## src/rtl/time_set_control.sv

```systemverilog
// time_set_control: front-panel buttons/switches to a clamped BCD time preset, patient ID and run lock.
// Optional TIME_SET_CONTROL_DEBOUNCE_EN adds a per-button counter filter ahead of edge detection.
module time_set_control #(
  parameter int NUM_DIGITS      = 6,
  parameter int ID_W            = 8,
  parameter int DEBOUNCE_CYCLES = 16
) (
  input  logic                    clk,
  input  logic                    reset_n,
  input  logic                    btn_clear,
  input  logic                    btn_set,
  input  logic                    btn_load,
  input  logic                    btn_start,
  input  logic                    btn_stop,
  input  logic                    mode_24h,
  input  logic [3:0]              digit_sw,
  input  logic [ID_W-1:0]         id_sw,
  output logic [4*NUM_DIGITS-1:0] time_digits,
  output logic [ID_W-1:0]         patient_id,
  output logic [2:0]              state,
  output logic [2:0]              set_cursor,
  output logic                    set_done,
  output logic                    load_valid
);
  typedef enum logic [2:0] {
    CLEARED = 3'd0, SET = 3'd1, LOAD = 3'd2, RUN = 3'd3, IDLE = 3'd4, STOPPED = 3'd5
  } state_t;
  state_t st_q, st_d;
  logic [NUM_DIGITS-1:0][3:0] dig_q, dig_d;
  logic [ID_W-1:0] pid_q, pid_d;
  logic [2:0] cur_q, cur_d, idx;
  logic lock_q, lock_d, done_q, done_d, lv_q, lv_d;
  logic [4:0] raw, lvl, prev_q, ev;
  logic [3:0] tens, lim, val, hu_new;
  function automatic logic [3:0] hu_lim(input logic [3:0] t, input logic m);
    return m ? (t == 4'd2 ? 4'd3 : 4'd9) : (t == 4'd1 ? 4'd2 : 4'd9);
  endfunction
  assign raw = {btn_stop, btn_start, btn_load, btn_set, btn_clear};
`ifdef TIME_SET_CONTROL_DEBOUNCE_EN
  localparam int CW = $clog2(DEBOUNCE_CYCLES + 1);
  logic [4:0][CW-1:0] cnt_q, cnt_d;
  logic [4:0] flt_q, flt_d;
  // Counter runs only while raw disagrees with the filtered level; any agreement restarts it.
  always_comb begin
    cnt_d = '0;
    flt_d = flt_q;
    for (int i = 0; i < 5; i++)
      if (raw[i] != flt_q[i]) begin
        if (cnt_q[i] == CW'(DEBOUNCE_CYCLES - 1)) flt_d[i] = raw[i];
        else cnt_d[i] = cnt_q[i] + 1'b1;
      end
  end
  always_ff @(posedge clk or negedge reset_n)
    if (!reset_n) begin
      cnt_q <= '0;
      flt_q <= '0;
    end else begin
      cnt_q <= cnt_d;
      flt_q <= flt_d;
    end
  assign lvl = flt_q;
`else
  assign lvl = raw;
`endif
  assign ev = lvl & ~prev_q;
  always_comb begin
    dig_d  = dig_q;
    pid_d  = pid_q;
    st_d   = st_q;
    cur_d  = cur_q;
    lock_d = lock_q;
    done_d = 1'b0;
    lv_d   = 1'b0;
    tens   = dig_q[NUM_DIGITS-1];
    idx    = 3'(NUM_DIGITS - 1) - cur_q;
    lim    = cur_q == 3'd0 ? (mode_24h ? 4'd2 : 4'd1) :
             cur_q == 3'd1 ? hu_lim(tens, mode_24h) : (cur_q[0] ? 4'd9 : 4'd5);
    val    = digit_sw > lim ? lim : digit_sw;
    hu_new = hu_lim(val, mode_24h);
    if (ev[0]) begin
      dig_d  = '0;
      cur_d  = '0;
      lock_d = 1'b0;
      st_d   = CLEARED;
    end else if (ev[1]) begin
      if (!lock_q) begin
        dig_d[idx] = val;
        // A new hour tens can shrink the limit of an already written hour units.
        if (cur_q == 3'd0 && dig_q[NUM_DIGITS-2] > hu_new) dig_d[NUM_DIGITS-2] = hu_new;
        st_d   = SET;
        done_d = cur_q == 3'(NUM_DIGITS - 1);
        cur_d  = done_d ? 3'd0 : cur_q + 3'd1;
      end
    end else if (ev[2]) begin
      if (!lock_q) begin
        pid_d = id_sw;
        lv_d  = 1'b1;
        st_d  = LOAD;
      end
    end else if (ev[3]) begin
      if (!lock_q) begin
        lock_d = 1'b1;
        st_d   = RUN;
      end
    end else if (ev[4]) begin
      if (st_q == RUN) begin
        lock_d = 1'b0;
        st_d   = STOPPED;
      end
    end
  end
  always_ff @(posedge clk or negedge reset_n)
    if (!reset_n) begin
      dig_q  <= '0;
      pid_q  <= '0;
      st_q   <= IDLE;
      cur_q  <= '0;
      lock_q <= 1'b0;
      done_q <= 1'b0;
      lv_q   <= 1'b0;
      prev_q <= '0;
    end else begin
      dig_q  <= dig_d;
      pid_q  <= pid_d;
      st_q   <= st_d;
      cur_q  <= cur_d;
      lock_q <= lock_d;
      done_q <= done_d;
      lv_q   <= lv_d;
      prev_q <= lvl;
    end
  assign time_digits = dig_q;
  assign patient_id  = pid_q;
  assign state       = st_q;
  assign set_cursor  = cur_q;
  assign set_done    = done_q;
  assign load_valid  = lv_q;
endmodule

```

## config.mk

```make
export PLATFORM = sky130hd
export DESIGN_NAME = time_set_control
export DESIGN_NICKNAME = d
export VERILOG_FILES = /design/src/rtl/time_set_control.sv
export SDC_FILE = /design/constraint.sdc
export NUM_CORES = 1
export LEC_CHECK = 0
export CAP_MARGIN = 5
export CORE_MARGIN = 2
export CORE_UTILIZATION = 48
export DETAILED_ROUTE_END_ITERATION = 16
export PLACE_DENSITY = 0.75
export SYNTH_ARGS = -nofsm -noshare
export SYNTH_HDL_FRONTEND = slang
export SYNTH_SLANG_ARGS = --single-unit
```

## constraint.sdc

```tcl
create_clock -name clk -period 4.65 [get_ports clk]
set_input_delay 0.93 -clock clk [delete_from_list [all_inputs] [get_ports clk]]
set_output_delay 0.93 -clock clk [all_outputs]
set_load 0.01 [all_outputs]
```

Word level (Yosys, flattened, before mapping) --
Index checks and enable logic that the tools add are counted.
Word-level totals: register bits after elaboration 46, latch bits 0, memory bits (writable) 0, ROM bits 0, output and inout bits 40, memories kept 0
Operators by class: add/subtract/negate cells 2, multiply operators 0, div/mod/pow operators 0, order comparisons 4, equality and inequality tests 13, shifts and indexed selects 0, mux-type cells 44, bitwise gates (word level) 5, reductions and logical operators 12
Operators with widths (number):
- 2-to-1 mux 24 bit | 3
- 2-to-1 mux 4 bit | 12
- 2-to-1 mux 3 bit | 13
- bitwise mux 24 bit | 1
- 2-to-1 mux 1 bit | 13
- demux 4 bit (select 3 bit) | 1
- nonzero test 5 bit | 2
- inequality test 3 bit, second input constant | 3
- == test 4 x 1 -> 1 bit, second input constant | 2
- == test 4 x 2 -> 1 bit, second input constant | 2
- greater-than comparator 4 bit | 2
- AND reduction 4 bit | 2
- nonzero test 3 bit | 2
- bitwise AND 5 bit | 1
- inverter 5 bit | 1
- AND reduction 5 bit | 1
- less-than comparator 3 x 4 -> 1 bit, second input constant | 1
- inequality test 2 bit, second input constant | 2
- adder 3 x 1 -> 3 bit, second input constant | 1
- == test 3 x 1 -> 1 bit, second input constant | 1
- == test 3 x 2 -> 1 bit, second input constant | 1
- == test 3 bit, second input constant | 1
- >= comparator 3 x 1 -> 1 bit, second input constant | 1
- logical NOT 3 bit | 1
- other kinds (7) | 10

Longest topological paths before layout --
depth after elaboration 16, depth in mapped cells 20, gate-level depth less buffers 19

Least setup slack after synthesis --
No wires, ideal clock.
kind input-to-reg, start point input port mode_24h, end point register dig_q (netlist bit time_digits[16]), library setup time 0.086 ns, arrival 4.329 ns, required time 4.564 ns, path slack 0.235 ns, cell stages on the path 16, buffers on the path 1, path through clkbuf_1 -> o21ai_0 -> a221oi_2 -> inv_1 -> ha_1 -> and4_1 -> a21oi_2 -> mux2i_1 -> inv_1 -> ha_1 -> nor2b_1 -> o31a_1 -> o211a_1 -> o21ai_0 -> nand2_1 -> o221ai_2
Between the ends: longest elaborated chain between the ends 14, elaborated cells on any way between the ends 18, those cells by class order compare: 2; eq/ne: 2; mux: 13; reduce/logical: 1
RTL lines:
- from (decl) | RTL line 15 | input logic mode_24h,
- 2-to-1 mux 4 bit | RTL line 36 | return m ? (t == 4'd2 ? 4'd3 : 4'd9) : (t == 4'd1 ? 4'd2 : 4'd9);
- 2-to-1 mux 4 bit | RTL line 77 | cur_q == 3'd1 ? hu_lim(tens, mode_24h) : (cur_q[0] ? 4'd9 : 4'd5);
- 2-to-1 mux 4 bit | RTL line 76 | lim = cur_q == 3'd0 ? (mode_24h ? 4'd2 : 4'd1) :
- greater-than comparator 4 bit | RTL line 78 | val = digit_sw > lim ? lim : digit_sw;
- 2-to-1 mux 4 bit | RTL line 78
- == test 4 x 1 -> 1 bit or == test 4 x 2 -> 1 bit (tied branches) | RTL line 36
- 2-to-1 mux 4 bit (2 in a row) | RTL line 36
- greater-than comparator 4 bit | RTL line 89 | if (cur_q == 3'd0 && dig_q[NUM_DIGITS-2] > hu_new) dig_d[NUM_DIGITS-2] = hu_new;
- logical AND 1 bit | RTL line 89
- 2-to-1 mux 4 bit (*) | RTL line 89
- 2-to-1 mux 24 bit (*) | RTL line 86 | if (!lock_q) begin
- 2-to-1 mux 24 bit (*) | RTL line 85 | end else if (ev[1]) begin
- 2-to-1 mux 24 bit (*) | RTL line 80 | if (ev[0]) begin
- to (signal assigned) | RTL line 123 | dig_q <= dig_d;
- to (decl) | RTL line 29 | logic [NUM_DIGITS-1:0][3:0] dig_q, dig_d;
Every way passes the cells marked *; elsewhere a longest branch is shown, timed or not. The select of a mux whose other input is x is not followed. A chain may end at the register's enable or synchronous reset.

Worst setup path after layout --
start point input port mode_24h, end point register dig_q (netlist bit time_digits[17])
Same word-level chain as after synthesis.

==> flow_summary_export.csv <==
group,metric,value,unit
die,rows,25,
synth,synth-simple-area-share,0.191,
synth,ys.flop_type,"dfrtp_1",
critical_path,crit_chain,"clkdlybuf4s50_1 -> buf_4 -> nor4_4 -> nor2_2 -> ha_1 -> nor2b_1 -> o211ai_1 -> a21oi_2 -> mux2i_1 -> inv_1 -> ha_1 -> nor2b_1 -> o31a_1 -> o211a_1 -> o21ai_0 -> nand2_1 -> o221ai_2",
die,die-area,0.00537,mm2
worst_hold_path,min-delay-start,"time_digits[2]",
clock_tree,cts-root-buf,"clkbuf_8",
power,vdd_drop_max,0.226,mV
sta,rsz0062_at_grt,"false",
placed_design,gp_congestion,0.939,
global_routing,grt_max_degree,47,
sta,fin_crit_sh,0.928,
sta,worst_slack,336,ps
synth,ys_ff_latch,46,
die,fp.coreArea,0.00466,mm2
synth,synth_mux_area_frac,0.0570,
die,initial_core_util,0.494,
critical_path,slowest_stage,"clkdlybuf4s50_1",
routing,firstDrtPassIters,4,
cells_and_area,n_antenna_cell,0,
clock_tree,postCtsResizedCells,0,
clock_tree,cts_buffers,5,
synth,yosysTopAreaCell,"dfrtp_1",
sta,fin_setup_tns,0,ps
power,switching_power,419,uW
synth,synth_top_family_by_area,"simple AND/OR/NAND/NOR gates",
sta,drv_slew,0,
sta,worstMarginPinSlew,1010,ps
power,power_frac_comb,0.376,
synth,syn-num-nets,251,
routing,via_count,1914,
placed_design,pre_cts_ws,64.9,ps
clock_tree,clock_latency,300,ps
critical_path,r2r_end,"time_digits[17]",
cells_and_area,syn_to_final_growth,33.6,%
global_routing,grt_usage,0.212,
synth,syn_area_per_cell,10.4,um2
critical_path,worstRegToRegCells,18,
worst_hold_path,worst_hold_path.endpoint,"time_digits[2]",
sta,whs,488,ps
routing,drtAntennaViolNets,0,
critical_path,crit_path_end_kind,"register",
sta,finClkSkew,6.55,ps
power,p_int,847,uW
synth,synth.most_common_cell,"dfrtp_1",
worst_hold_path,hold_path.class,"register to register",
critical_path,rr_startpoint,"set_cursor[1]",
global_routing,grt_pass1_vias,1835,
synth,synth_xor_xnor_area_share,0.00380,
critical_path,critPathMaxStageDelay,430,ps
synth,synth-edff-count,0,
routing,drt-initial-drc-count,79,
routing,drc,0,
clock_tree,postCtsSetupBuffers,0,
cells_and_area,drive_above_1_share,0.128,
global_routing,grt_pass1_wl,8.66,mm
clock_tree,cts_buffer_depth,2,
synth,synth_area_leaders,"dfrtp_1 (49%), ha_1 (5.4%), nand2_1 (5.2%)",
synth,synth_cell_type_count,50,
critical_path,cp_max_fo,7,
sta,hold_violations,0,
run,drv_cap,0,
clock_tree,cts_hold_buf,0,
routing,viasPerCell,5.60,
synth,synth-adder-area-share,0.0543,
clock_tree,cts_tree,"built",
synth,synth_common_cells,"dfrtp_1 (45), nand2_1 (32), nor2_1 (13), o21ai_0 (13), inv_1 (12)",
global_routing,grt_antenna_before_repair,0,
critical_path,required,4860,ps
power,finalPower,1270,uW
die,die_h,73.3,um
power,p_sw_frac,0.331,
worst_hold_path,hold_depth,2,
sta,setup_viol,0,
die,die_w,73.3,um
power,seq_power_share,0.395,
clock_tree,cts_max_level,2,
placed_design,hpwlAfterDp,3.97,mm
synth,synth_compound_area_frac,0.160,
clock_tree,cts_sinks,46,
synth,yosysSeqAreaShare,0.500,
critical_path,crit_start,"mode_24h",
placed_design,port_buffers,59,
synth,yosysTopAreaCellShare,0.489,
routing,wirelength,5.28,mm
sta,post-route-min-period,4310,ps
power,p_leak,0.00132,uW
sta,relSlewSlack,0.329,
cells_and_area,fin_util,0.661,
die,io_pins,60,
synth,ys_async_sr_fraction,1.00,
critical_path,cp.arrival,4530,ps
power,power_frac_clock,0.229,
power,power_density,411,mW/mm2
synth,netlist_area,0.00230,mm2
critical_path,cp-start-kind,"input pin",
global_routing,overflow,0,
critical_path,crit_type,"input pin to register",
outcome,status,"finished clean",
synth,yosysWarnings,0,
cells_and_area,fin_nets,317,
routing,post_drt_wl_per_cell,15.4,um
clock_tree,cts.clk_slew.worst_paths,80,ps
sta,fmax,232,MHz
synth,synthCells,221,
critical_path,regToRegSetupSlack,360,ps
worst max-delay path by stage:
stage | cells after the start | slack, ps | to
floorplan | 16 | 230 | time_digits[16]
global placement | 17 | 160 | time_digits[17]
detailed placement | 17 | 60 | time_digits[17]
CTS | 17 | 340 | time_digits[16]
global route | 18 | 10 | time_digits[18]
finish | 17 | 340 | time_digits[17]
logic make-up after synthesis:
logic type	Yosys count
fa+ha+maj	10
xor+xnor	1
flops	46
simple gates	81
mux	12
buf+inv	19
compound gates	52
routing by layer:
layer | global-route usage | share of wire | wire length, um | up-vias
li1 | - | - | - | 910
met1 | 0.290 | 0.45 | 2380 | 938
met2 | 0.327 | 0.47 | 2470 | 59
met3 | 0.0549 | 0.067 | 356 | 7
met4 | 0.0768 | 0.013 | 67 | 0
met5 | 0 | 0 | 0 | -
layout make-up:
type / count / area, um2
fill: 365 / 1580
clock buffer: 7 / 76.3
sequential: 46 / 1150
timing repair buffer: 65 / 631
multi-input combinational: 156 / 1070
inverter: 13 / 48.8
clock inverter: 1 / 30.0
tap: 54 / 67.6
through the flow:
step | std cells | cell area, um2
4_1_cts | 342 | 3080
3_5_place_dp | 334 | 2970
6_report | 342 | 3080
3_3_place_gp | 334 | 2970
2_1_floorplan | 221 | 2300
5_1_grt | 342 | 3080
state kept, by name (all words and copies together) (netlist names):
signal and count:
load_valid 1, lock_q 1, patient_id 8, prev_q 5, set_cursor 3, set_done 1
state 3, tens 4, time_digits 20
layout by cell type, fill, tap and decap left out, drive strengths merged, types with 2 or more instances in the layout:
cell type / instances
inv: 12
clkdlybuf4s50: 58
a21o: 2
o22ai: 3
nor2b: 7
a21oi: 7
nand2b: 7
ha: 10
dfrtp: 45
a31oi: 5
nand2: 33
nor3: 3
o221ai: 3
mux2i: 3
clkbuf: 7
buf: 7
o21ai: 24
nand3: 4
nor2: 14
mux2: 9
nor4: 3
worst max-delay path, delay by kind of cell:
family | cells | cell delay (ps)
buffers and inverters | 3 | 710
AOI/OAI and AO/OA | 6 | 1220
adders and majority gates | 2 | 590
and+or+nand+nor | 5 | 810
muxes | 1 | 250
power groups by stage:
stage | logic, uW | clock network [uW] | registers [uW]
finish | 475 | 290 | 500
global route | 522 | 310 | 509
CTS | 479 | 296 | 500
detailed placement | 476 | 0 | 508
global placement | 468 | 0 | 506
floorplan | 242 | 0 | 522
Note: power is estimated with default switching activity, not from simulation.
